[config.mk]
export PLATFORM = sky130hd
export DESIGN_NAME = mac_array_pipe
export DESIGN_NICKNAME = d
export VERILOG_FILES = /design/src/rtl/mac_array_pipe.sv
export SDC_FILE = /design/constraint.sdc
export NUM_CORES = 1
export LEC_CHECK = 0
export CELL_PAD_IN_SITES_DETAIL_PLACEMENT = 1
export CELL_PAD_IN_SITES_GLOBAL_PLACEMENT = 2
export CORE_MARGIN = 8
export CORE_UTILIZATION = 39
export CTS_BUF_LIST = sky130_fd_sc_hd__clkbuf_2
export DETAILED_ROUTE_END_ITERATION = 8
export MAX_ROUTING_LAYER = met4
export PLACE_DENSITY = 0.82
export SYNTH_ARGS = -nofsm -noshare
export SYNTH_HDL_FRONTEND = slang
export SYNTH_SLANG_ARGS = --single-unit
export TNS_END_PERCENT = 10
[constraint.sdc]
create_clock -name clk -period 5 [get_ports clk]
set_clock_uncertainty 0.2 [all_clocks]
set_input_delay 0.5 -clock clk [delete_from_list [all_inputs] [get_ports clk]]
set_output_delay 0.5 -clock clk [all_outputs]
set_load 0.005 [all_outputs]
[src/rtl/mac_array_pipe.sv]
// Multi-lane two-stage multiply-accumulate engine with saturating accumulation,
// sticky per-lane overflow flags and an automatic len-sample dump window.
module mac_array_pipe #(
  parameter int unsigned LANES  = 4,
  parameter int unsigned DATA_W = 8,
  parameter int unsigned ACC_W  = 24,
  parameter int unsigned SIGNED = 0,
  parameter int unsigned CNT_W  = 8
) (
  input  logic                     clk,
  input  logic                     rst_n,
  input  logic                     clr,
  input  logic                     in_valid,
  input  logic [LANES*DATA_W-1:0]  a,
  input  logic [LANES*DATA_W-1:0]  b,
  input  logic [CNT_W-1:0]         len,
  output logic [LANES*ACC_W-1:0]   acc_out,
  output logic                     acc_valid,
  output logic [LANES-1:0]         sat,
  output logic                     busy
);

  localparam int unsigned PROD_W = 2 * DATA_W;
  localparam int unsigned EXT_W  = ACC_W + 1 - PROD_W;
  localparam logic        SGN    = (SIGNED != 0);
  localparam logic [ACC_W-1:0] U_MAX = '1;
  localparam logic [ACC_W-1:0] S_MAX = {1'b0, {(ACC_W-1){1'b1}}};
  localparam logic [ACC_W-1:0] S_MIN = {1'b1, {(ACC_W-1){1'b0}}};

  logic                 p_valid;
  logic [PROD_W-1:0]    prod_q  [LANES];
  logic [ACC_W-1:0]     acc_q   [LANES];
  logic [CNT_W-1:0]     cnt_q;
  logic [CNT_W-1:0]     len_q;
  logic [LANES-1:0]     sat_run;

  logic [PROD_W-1:0]    mul_c   [LANES];
  logic [ACC_W-1:0]     clamp_c [LANES];
  logic                 ovf_c   [LANES];
  logic [CNT_W-1:0]     eff_len;
  logic                 free_run;
  logic                 win_last;

  // Per-lane multiply and saturating add; operands are widened to the product
  // width first so the truncated product is exact for both signednesses.
  for (genvar g = 0; g < LANES; g++) begin : g_lane
    logic [DATA_W-1:0] a_l, b_l;
    logic [PROD_W-1:0] a_x, b_x;
    logic [ACC_W:0]    p_x, acc_x, sum;

    assign a_l = a[g*DATA_W +: DATA_W];
    assign b_l = b[g*DATA_W +: DATA_W];
    assign a_x = {{DATA_W{SGN & a_l[DATA_W-1]}}, a_l};
    assign b_x = {{DATA_W{SGN & b_l[DATA_W-1]}}, b_l};
    assign mul_c[g] = a_x * b_x;

    assign p_x   = {{EXT_W{SGN & prod_q[g][PROD_W-1]}}, prod_q[g]};
    assign acc_x = {SGN & acc_q[g][ACC_W-1], acc_q[g]};
    assign sum   = acc_x + p_x;

    assign ovf_c[g]   = SGN ? (sum[ACC_W] ^ sum[ACC_W-1]) : sum[ACC_W];
    assign clamp_c[g] = !ovf_c[g] ? sum[ACC_W-1:0] :
                        !SGN      ? U_MAX :
                        sum[ACC_W] ? S_MIN : S_MAX;
  end

  // The first sample of a window sees len directly; later samples use the latch.
  assign eff_len  = (cnt_q == '0) ? len : len_q;
  assign free_run = (eff_len == '0);
  assign win_last = !free_run && (cnt_q == eff_len - CNT_W'(1));
  assign busy     = p_valid | (cnt_q != '0);

  always_ff @(posedge clk or negedge rst_n) begin
    if (!rst_n) begin
      p_valid   <= 1'b0;
      cnt_q     <= '0;
      len_q     <= '0;
      sat_run   <= '0;
      acc_out   <= '0;
      sat       <= '0;
      acc_valid <= 1'b0;
      for (int i = 0; i < LANES; i++) begin
        prod_q[i] <= '0;
        acc_q[i]  <= '0;
      end
    end else if (clr) begin
      p_valid   <= 1'b0;
      cnt_q     <= '0;
      len_q     <= '0;
      sat_run   <= '0;
      acc_out   <= '0;
      sat       <= '0;
      acc_valid <= 1'b0;
      for (int i = 0; i < LANES; i++) begin
        prod_q[i] <= '0;
        acc_q[i]  <= '0;
      end
    end else begin
      acc_valid <= 1'b0;
      p_valid   <= in_valid;
      if (in_valid) begin
        for (int i = 0; i < LANES; i++) prod_q[i] <= mul_c[i];
      end
      if (p_valid) begin
        if (cnt_q == '0) len_q <= len;
        if (free_run) begin
          for (int i = 0; i < LANES; i++) begin
            acc_q[i]                 <= clamp_c[i];
            acc_out[i*ACC_W +: ACC_W] <= clamp_c[i];
            sat_run[i]               <= sat_run[i] | ovf_c[i];
            sat[i]                   <= sat_run[i] | ovf_c[i];
          end
        end else if (win_last) begin
          for (int i = 0; i < LANES; i++) begin
            acc_out[i*ACC_W +: ACC_W] <= clamp_c[i];
            sat[i]                   <= sat_run[i] | ovf_c[i];
            acc_q[i]                 <= '0;
          end
          sat_run   <= '0;
          cnt_q     <= '0;
          acc_valid <= 1'b1;
        end else begin
          for (int i = 0; i < LANES; i++) begin
            acc_q[i]   <= clamp_c[i];
            sat_run[i] <= sat_run[i] | ovf_c[i];
          end
          cnt_q <= cnt_q + CNT_W'(1);
        end
      end
    end
  end

endmodule

# Word-level counts from Yosys, hierarchy flattened
# Index checks and enable logic that the tools add are counted.
# totals
inputBits	76
out_inout_bits	102
regBits	282
elab_cells	76
# op_classes
n_reduce_logical	10
mux	34
n_eq_ne	2
n_addsub	6
multipliers	4
n_bitwise	5
# op_table
cell	n
2-to-1 mux 96 bit	8
2-to-1 mux 64 bit	2
adder 24 x 16 -> 25 bit	4
2-to-1 mux 24 bit	4
multiplier 8 x 8 -> 16 bit	4
2-to-1 mux 8 bit	7
2-to-1 mux 4 bit	8
zero test 8 bit	2
adder 8 x 1 -> 8 bit (second input constant)	1
equality test 8 bit	1
nonzero test 8 bit	1
subtractor 8 x 1 -> 8 bit (second input constant)	1
2-to-1 mux 1 bit	5
OR 1 bit	5
AND reduction 2 bit	2
nonzero test 2 bit	2
nonzero test 3 bit	1
inequality test 2 bit (second input constant)	1
logical AND 1 bit	1
zero test 1 bit	1

# Longest topological paths before layout
# Gate-level depths: netlist of run 1.
# depth
ltp_word	9
depth_mapped	18
depth_no_buf	17

# Worst setup path after synthesis of run 1
# Ideal clock, no wire load.
# synth_timing
kind	input port to flip-flop
from	in a[24]
to	reg prod_q (netlist bit g_lane[3].p_x[15])
setup_time_ps	126
arrival_ps	4122
required_time_ps	4674
setup_slack_ps	552
cell_stages	16
n_path_buf	0
cell_sequence	nand2_1 -> fa_1 -> fa_1 -> inv_1 -> fa_1 -> inv_1 -> fa_1 -> inv_1 -> ha_1 -> inv_1 -> o21a_1 -> o21ai_0 -> a41oi_1 -> a21oi_1 -> nor2_1 -> a221o_1
# synth_between
elab_chain_cells	3
# synth_rtl
element	line	text
start, declared	14	input logic [LANES*DATA_W-1:0] a,
multiplier 8 x 8 -> 16 bit	55	assign mul_c[g] = a_x * b_x;
2-to-1 mux 64 bit	101	if (in_valid) begin
2-to-1 mux 64 bit	86	end else if (clr) begin
end signal, assigned by index	83	prod_q[i] <= '0;
end signal, assigned by index	95	prod_q[i] <= '0;
end, declared	31	logic [PROD_W-1:0] prod_q [LANES];
# No other way between the ends. The select of a mux whose other input is x is not followed.
# A chain may end at the register's enable or synchronous reset.

# Worst setup path after layout of run 1
# layout_timing
from	reg cnt_q[1]
to	reg acc_q[85] in the netlist's numbering
# layout_between
elab_chain_cells	9
elab_cells_between_ends	11
cone_classes	add/sub (1); eq/ne (1); mux (5); reduce/logical (4)
# layout_rtl
element	line	text
start, declared	33	logic [CNT_W-1:0] cnt_q;
start signal, assigned	127	cnt_q <= cnt_q + CNT_W'(1);
zero test 8 bit	68	assign eff_len = (cnt_q == '0) ? len : len_q;
2-to-1 mux 8 bit	n/a	
subtractor 8 x 1 -> 8 bit / zero test 8 bit (equally long branches)	70, 69	
equality test 8 bit / zero test 1 bit (equally long branches)	70	assign win_last = !free_run && (cnt_q == eff_len - CNT_W'(1));
logical AND 1 bit	70	
2-to-1 mux 96 bit	113	end else if (win_last) begin
2-to-1 mux 96 bit *	106	if (free_run) begin
2-to-1 mux 96 bit *	104	if (p_valid) begin
2-to-1 mux 96 bit *	86	
end signal, assigned by index	108	acc_q[i] <= clamp_c[i];
end signal, assigned by index	124	acc_q[i] <= clamp_c[i];
end, declared	32	logic [ACC_W-1:0] acc_q [LANES];
# Mark *: on every way between the ends. The rest lies on a longest branch, timed or not. The select of a mux whose other input is x is not followed.

==> results of run 1 <==
## metal layers
metal	part of all wire (%)	global-route usage, %	vias up	routed length [um]
met4	3.0	7.76	0	2190
met1	45	26.9	10200	32900
li1	-	-	9491	-
met5	0	-	-	0
met2	48	35.8	376	35200
met3	3.9	3.69	119	2860
## placed cells by master, fill, tap and decap left out, types with 148 or more instances in the layout
cell             Yosys  final
and2_1             211    211
a21oi_1            156    156
ha_1               211    211
clkdlybuf4s50_1      0    174
nand2_1            230    228
dfrtp_1            282    281
inv_1              240    240
nor2_1             175    173
fa_1               148    148
## worst max-delay path: cells and delay by family, from the launching register on
family | cells | cell delay, ns
buf+inv | 2 | 0.37
mux | 1 | 0.30
compound gates | 4 | 0.88
flops | 1 | 0.44
fa+ha+maj | 2 | 0.39
xor+xnor | 1 | 0.28
simple gates | 5 | 1.58
## report_power, final
part	switching (mW)	internal [mW]
Clock	1.09	0.774
Sequential	0.349	2.70
Combinational	3.08	2.55
## registers in the layout (all words and copies together), names as in the netlist
signal,flops
acc_out,96
acc_q,96
g_lane.p_x,64
cnt_q,8
len_q,8
sat,4
sat_run,4
acc_valid,1
p_valid,1
## stage by stage
step	TNS, ns	hold WS, ns	worst slack [ns]	power (mW)	utilization (%)
5_1_grt	-0.000878	0.0748	-0.000878	11.5	46.6
3_5_place_dp	-2.98	0.274	-0.440	8.73	45.0
4_1_cts	0	0.0221	0.253	10.7	46.6
6_report	0	0.167	0.387	10.5	46.6
3_3_place_gp	-1.24	0.267	-0.289	8.49	45.0
2_1_floorplan	0	0.00441	0.552	6.77	-
## area by class of cell
class	instances	area, um2
flip-flops and latches	282	7060
inverters	241	905
well taps	782	978
repair buffers	323	2970
diodes	1	2.50
clock buffers	127	636
fillers	6977	32200
multi-input cells	1945	15400
clock inverters	21	138
## worst paths after layout
kind | startpoint | slack [ns] | depth (start not counted) | to
max reg2reg | cnt_q[1]$_DFFE_PN0P_ | 0.39 | 15 | acc_q[85]$_DFFE_PN0P_
min in group asynchronous | rst_n | 0.51 | 4 | p_valid$_DFF_PN0_
min reg2reg | acc_out[42]$_DFFE_PN0P_ | 0.29 | 2 | acc_out[42]$_DFFE_PN0P_
max in group asynchronous | rst_n | 3.51 | 4 | acc_q[82]$_DFFE_PN0P_
max | cnt_q[1]$_DFFE_PN0P_ | 0.39 | 15 | acc_q[85]$_DFFE_PN0P_
min | a[24] | 0.17 | 4 | g_lane[3].p_x[0]$_DFFE_PN0P_
## what timing repair did
item | 4_1_cts | 5_1_grt
hold buffers | 14 | 0
setup endpoints to repair | 0 | 5
hold endpoints to repair | 300 | 0
gates resized for setup | 0 | 3
## cell families (layout without fill, tap and decap cells)
family / count (synthesis) / in the layout / synth area share [%]
AND/OR/NAND/NOR: 812 / 812 / 16.9
AO/OA/AOI/OAI: 597 / 597 / 17.0
adder cells (fa/ha/maj): 359 / 359 / 23.6
buffers and inverters: 333 / 712 / 5.59
flip-flops: 282 / 282 / 29.8
XOR/XNOR: 98 / 98 / 3.62
multiplexers: 79 / 79 / 3.49
other: 0 / 1 / 0
==> out/qor.yml, run 1 <==
slowest_stage: "or4b_1"
drt-vias-per-instance: 5.43
synth_area_leaders: "dfrtp_1 30%, fa_1 12%, ha_1 11%"
portBuffers: 177
clock.fmax_mhz: 217
area_growth_pct: 18.4
path_clk_slew_ns: 0.11
post_cts_buffers: 0
dp_hpwl_um: 54700
synth-edff-count: 0
fp.coreArea_um2: 60200
track_usage_pct: 21.8
grt_max_degree: 150
finalSetupViolCount: 0
cts_tree: "yes"
wire_per_inst_um: 19.7
hold_violations: 0
cp.required_ns: 5.66
final_cells: 3722
synth_nets: 2995
drv_cap: 0
drv_slew: 0
chipHeight_um: 263
fin_crit_sh_pct: 92.3
antenna_found_initial: 1
synth_most_common_cell: "dfrtp_1"
worstPathCellList: "inv_1 -> ha_1 -> or4b_1 -> nor2_4 -> mux2i_1 -> ha_1 -> xor2_1 -> nand2_1 -> o21ai_0 -> o2111ai_1 -> a2111oi_4 -> and2_1 -> nor2_2 -> buf_4 -> a22o_1"
leakagePower_nw: 13.6
cp_common_cell: "ha_1"
worstMarginPinSlew_ns: 1.18
grt_pass1_wl_um: 120000
drive_above_1_share_pct: 11.7
place_congestion: 0.868
outcome: "complete, no violations"
nets: 3311
synthArstFlopShare_pct: 100
synthTopCellsByCount: "282 x dfrtp_1, 240 x inv_1, 230 x nand2_1"
powerDensity_nw_per_um2: 376
period_minus_slack_ns: 4.61
place_area_um2: 27100
numCtsBuffers: 83
cp_data_arrival_time_ns: 5.27
num_rows: 90
grt-ovfl-total: 0
synth_top_area_cell: "dfrtp_1"
synth_top_area_share_pct: 29.8
cp-end-kind: "register"
first_pass_iters: 4
min_path_type: "in2reg"
slew_headroom_pct: 21.2
floorplan.die_area_um2: 68900
grt_pass1_vias: 22400
drt_iter0_markers: 782
cts.sinks: 282
ctsRootBufferMaster: "clkbuf_2"
clk_path_buf_depth: 3
synth-seq-cells: 282
drtAntennaViolNets: 0
slowest_delay_ns: 0.61
yosysWarnings: 0
die_w_um: 263
ioPinCount: 178
synth_area_um2: 23700
syn_inst: 2560
synth_cell_types: 77
route.detailed.drc: 0
seq_area_frac_synth_pct: 29.8
startpoint_type: "register"
htreeDepth: 3
path_class: "reg2reg"
routed_wl_um: 73200
finalInstanceArea_um2: 28100
placedCellCount: 3559
initial_core_util_pct: 39.4
clk_latency_ns: 1.03
ir_worst_vdd_mv: 0.128
via_count: 20200
synthFlopType: "dfrtp_1"
cp_max_fo: 14
syn_avg_cell_area_um2: 9.26
No activity file was read; power rests on OpenSTA's default activity.
==> run 2: changes to the inputs <==
--- a/config.mk
+++ b/config.mk
@@ -12,7 +12,8 @@
 export CTS_BUF_LIST = sky130_fd_sc_hd__clkbuf_2
 export DETAILED_ROUTE_END_ITERATION = 8
 export MAX_ROUTING_LAYER = met4
-export PLACE_DENSITY = 0.82
+export PLACE_DENSITY_LB_ADDON = 0.1
+export SLEW_MARGIN = 5
 export SYNTH_ARGS = -nofsm -noshare
 export SYNTH_HDL_FRONTEND = slang
 export SYNTH_SLANG_ARGS = --single-unit
==> run 2 against run 1 <==
Compared with the run above: cell area fell by 0.35%; sequential power about the same; fmax is 0.48% lower; clock-buffer cell count down 12; final cell count decreased by 0.32%; die area is the same; routed wire length shrank 2.2%; non-clock buffer count grew 3; setup slack lost 0.022 ns; critical endpoint is now acc_out[69]$_DFFE_PN0P_.
==> out/qor.yml, run 2 (synthesized netlist as in run 1, its figures left out) <==
outcome: "complete, no violations"
drv_slew: 0
min_path_type: "in2reg"
area_growth_pct: 18.0
switching_share_pct: 43.1
numCtsBuffers: 79
dpl_worst_slack_ns: -0.304
hold_violations: 0
worstMarginPinSlew_ns: 0.908
p_switching_mw: 4.43
slew_headroom_pct: 39.2
final_common_cell: "dfrtp_1"
route.detailed.drc: 0
final.setup.tns_ns: 0
finalInstanceArea_um2: 28000
wire_per_inst_um: 19.3
ctsRootBufferMaster: "clkbuf_2"
cp_max_fo: 9
track_usage_pct: 21.2
rsz0062_at_grt: "no"
cts.sinks: 282
die_w_um: 263
clk_latency_ns: 1.01
fin_crit_sh_pct: 92.7
chipHeight_um: 263
nets: 3310
combPwrFrac_pct: 54.1
htreeDepth: 3
grt_pass1_wl_um: 117000
fp.coreArea_um2: 60200
grt_pass1_vias: 21600
path_clk_slew_ns: 0.10
cp.required_ns: 5.70
p_int_mw: 5.85
final_util_pct: 46.4
ir_worst_vdd_mv: 0.132
cts_tree: "yes"
path_class: "reg2reg"
portBuffers: 177
via_count: 19800
first_pass_iters: 6
drt_iter0_markers: 967
final_cells: 3710
leakagePower_nw: 13.5
n_fill_cell: 7029
antenna_found_initial: 1
powerDensity_nw_per_um2: 368
period_minus_slack_ns: 4.64
post_cts_buffers: 0
placedCellCount: 3563
ioPinCount: 178
place_area_um2: 27200
mostFrequentLayoutCells: "281 x dfrtp_1, 240 x inv_1, 229 x nand2_1, 211 x and2_1, 211 x ha_1"
cp_data_arrival_time_ns: 5.34
pwr-share-clk_pct: 16.3
drive_above_1_share_pct: 11.3
drtAntennaViolNets: 0
clock.fmax_mhz: 216
grt-ovfl-total: 0
clk_path_buf_depth: 3
initial_core_util_pct: 39.4
routed_wl_um: 71500
cp-end-kind: "register"
finalWorstSetupSlack_ns: 0.365
grt_max_degree: 101
drt-vias-per-instance: 5.34
floorplan.die_area_um2: 68900
finalSetupViolCount: 0
drv_cap: 0
place_congestion: 0.844
num_rows: 90
dp_hpwl_um: 54300
startpoint_type: "register"
seqPwrFrac_pct: 29.6
multiInputGateArea_um2: 15400
seqCellArea_um2: 7060
## run 2: cell count changes in the layout (fill, tap and decap cells not counted), sizes merged
cell	previous run	this run
buf	136	140
bufinv	2	0
clkbuf	127	115
clkinv	17	14
clkinvlp	0	3
dlygate4sd3	13	12
inv	243	242
## run 2: final timing paths
check                                     startpoint                            to  slack, ns  depth (start not counted)
worst min register to register    sat[1]$_DFFE_PN0P_            sat[1]$_DFFE_PN0P_       0.29                          2
worst max register to register  cnt_q[1]$_DFFE_PN0P_       acc_out[69]$_DFFE_PN0P_       0.36                         15
min in group asynchronous                      rst_n         acc_q[66]$_DFFE_PN0P_       0.48                          4
worst max-delay path            cnt_q[1]$_DFFE_PN0P_       acc_out[69]$_DFFE_PN0P_       0.36                         15
max in group asynchronous                      rst_n         acc_q[25]$_DFFE_PN0P_       3.57                          4
worst min-delay path                            b[8]  g_lane[1].p_x[0]$_DFFE_PN0P_       0.14                          3
## run 2: per-stage QoR
step                hold slack, ns  power, mW
CTS                        0.00288       10.5
global placement             0.266       8.52
detailed placement           0.272       8.69
floorplan                  0.00441       6.77
finish                       0.138       10.3
global route                0.0681       11.3
## run 2: routing by layer
metal  up-vias  global-route usage, %  routed length (um)
met3        86                   2.97                2250
met4         0                   5.86                1460
li1       9470                      -                   -
met2       272                   35.1               34500
met5         -                      -                   0
met1      9977                   27.1               33400
## run 2: critical path: stages (launching register included)
cell and delay (ns):
dfrtp_1 0.45, inv_1 0.10, ha_1 0.18, or4b_1 0.61
nor2_4 0.17, mux2i_1 0.28, ha_1 0.23, xor2_1 0.24
nand2_1 0.08, o21ai_0 0.17, o2111ai_1 0.32, a2111oi_4 0.51
o21ai_2 0.32, nor2_1 0.28, buf_4 0.24, a32o_1 0.17
## run 2: final cells by class
type / count / share of cell area (%)
diodes: 1 / 0.00895
clock buffers: 115 / 2.06
clock inverters: 18 / 0.286
inverters: 241 / 3.23
multi-input cells: 1945 / 55.0
flip-flops and latches: 282 / 25.2
well taps: 782 / 3.50
repair buffers: 326 / 10.7
## run 2: timing repair
action,CTS,global route
endpoints found under the setup margin,0,2
hold buffers,13,0
endpoints found under the hold margin,350,0
resized for setup,0,1
## run 2: power groups by stage
stage	combinational [mW]	sequential (mW)	clock (mW)
after floorplan	3.83	2.94	0
after global placement	5.44	3.08	0
after detailed placement	5.61	3.09	0
after CTS	5.66	3.05	1.78
after global routing	6.31	3.10	1.87
final	5.57	3.04	1.68
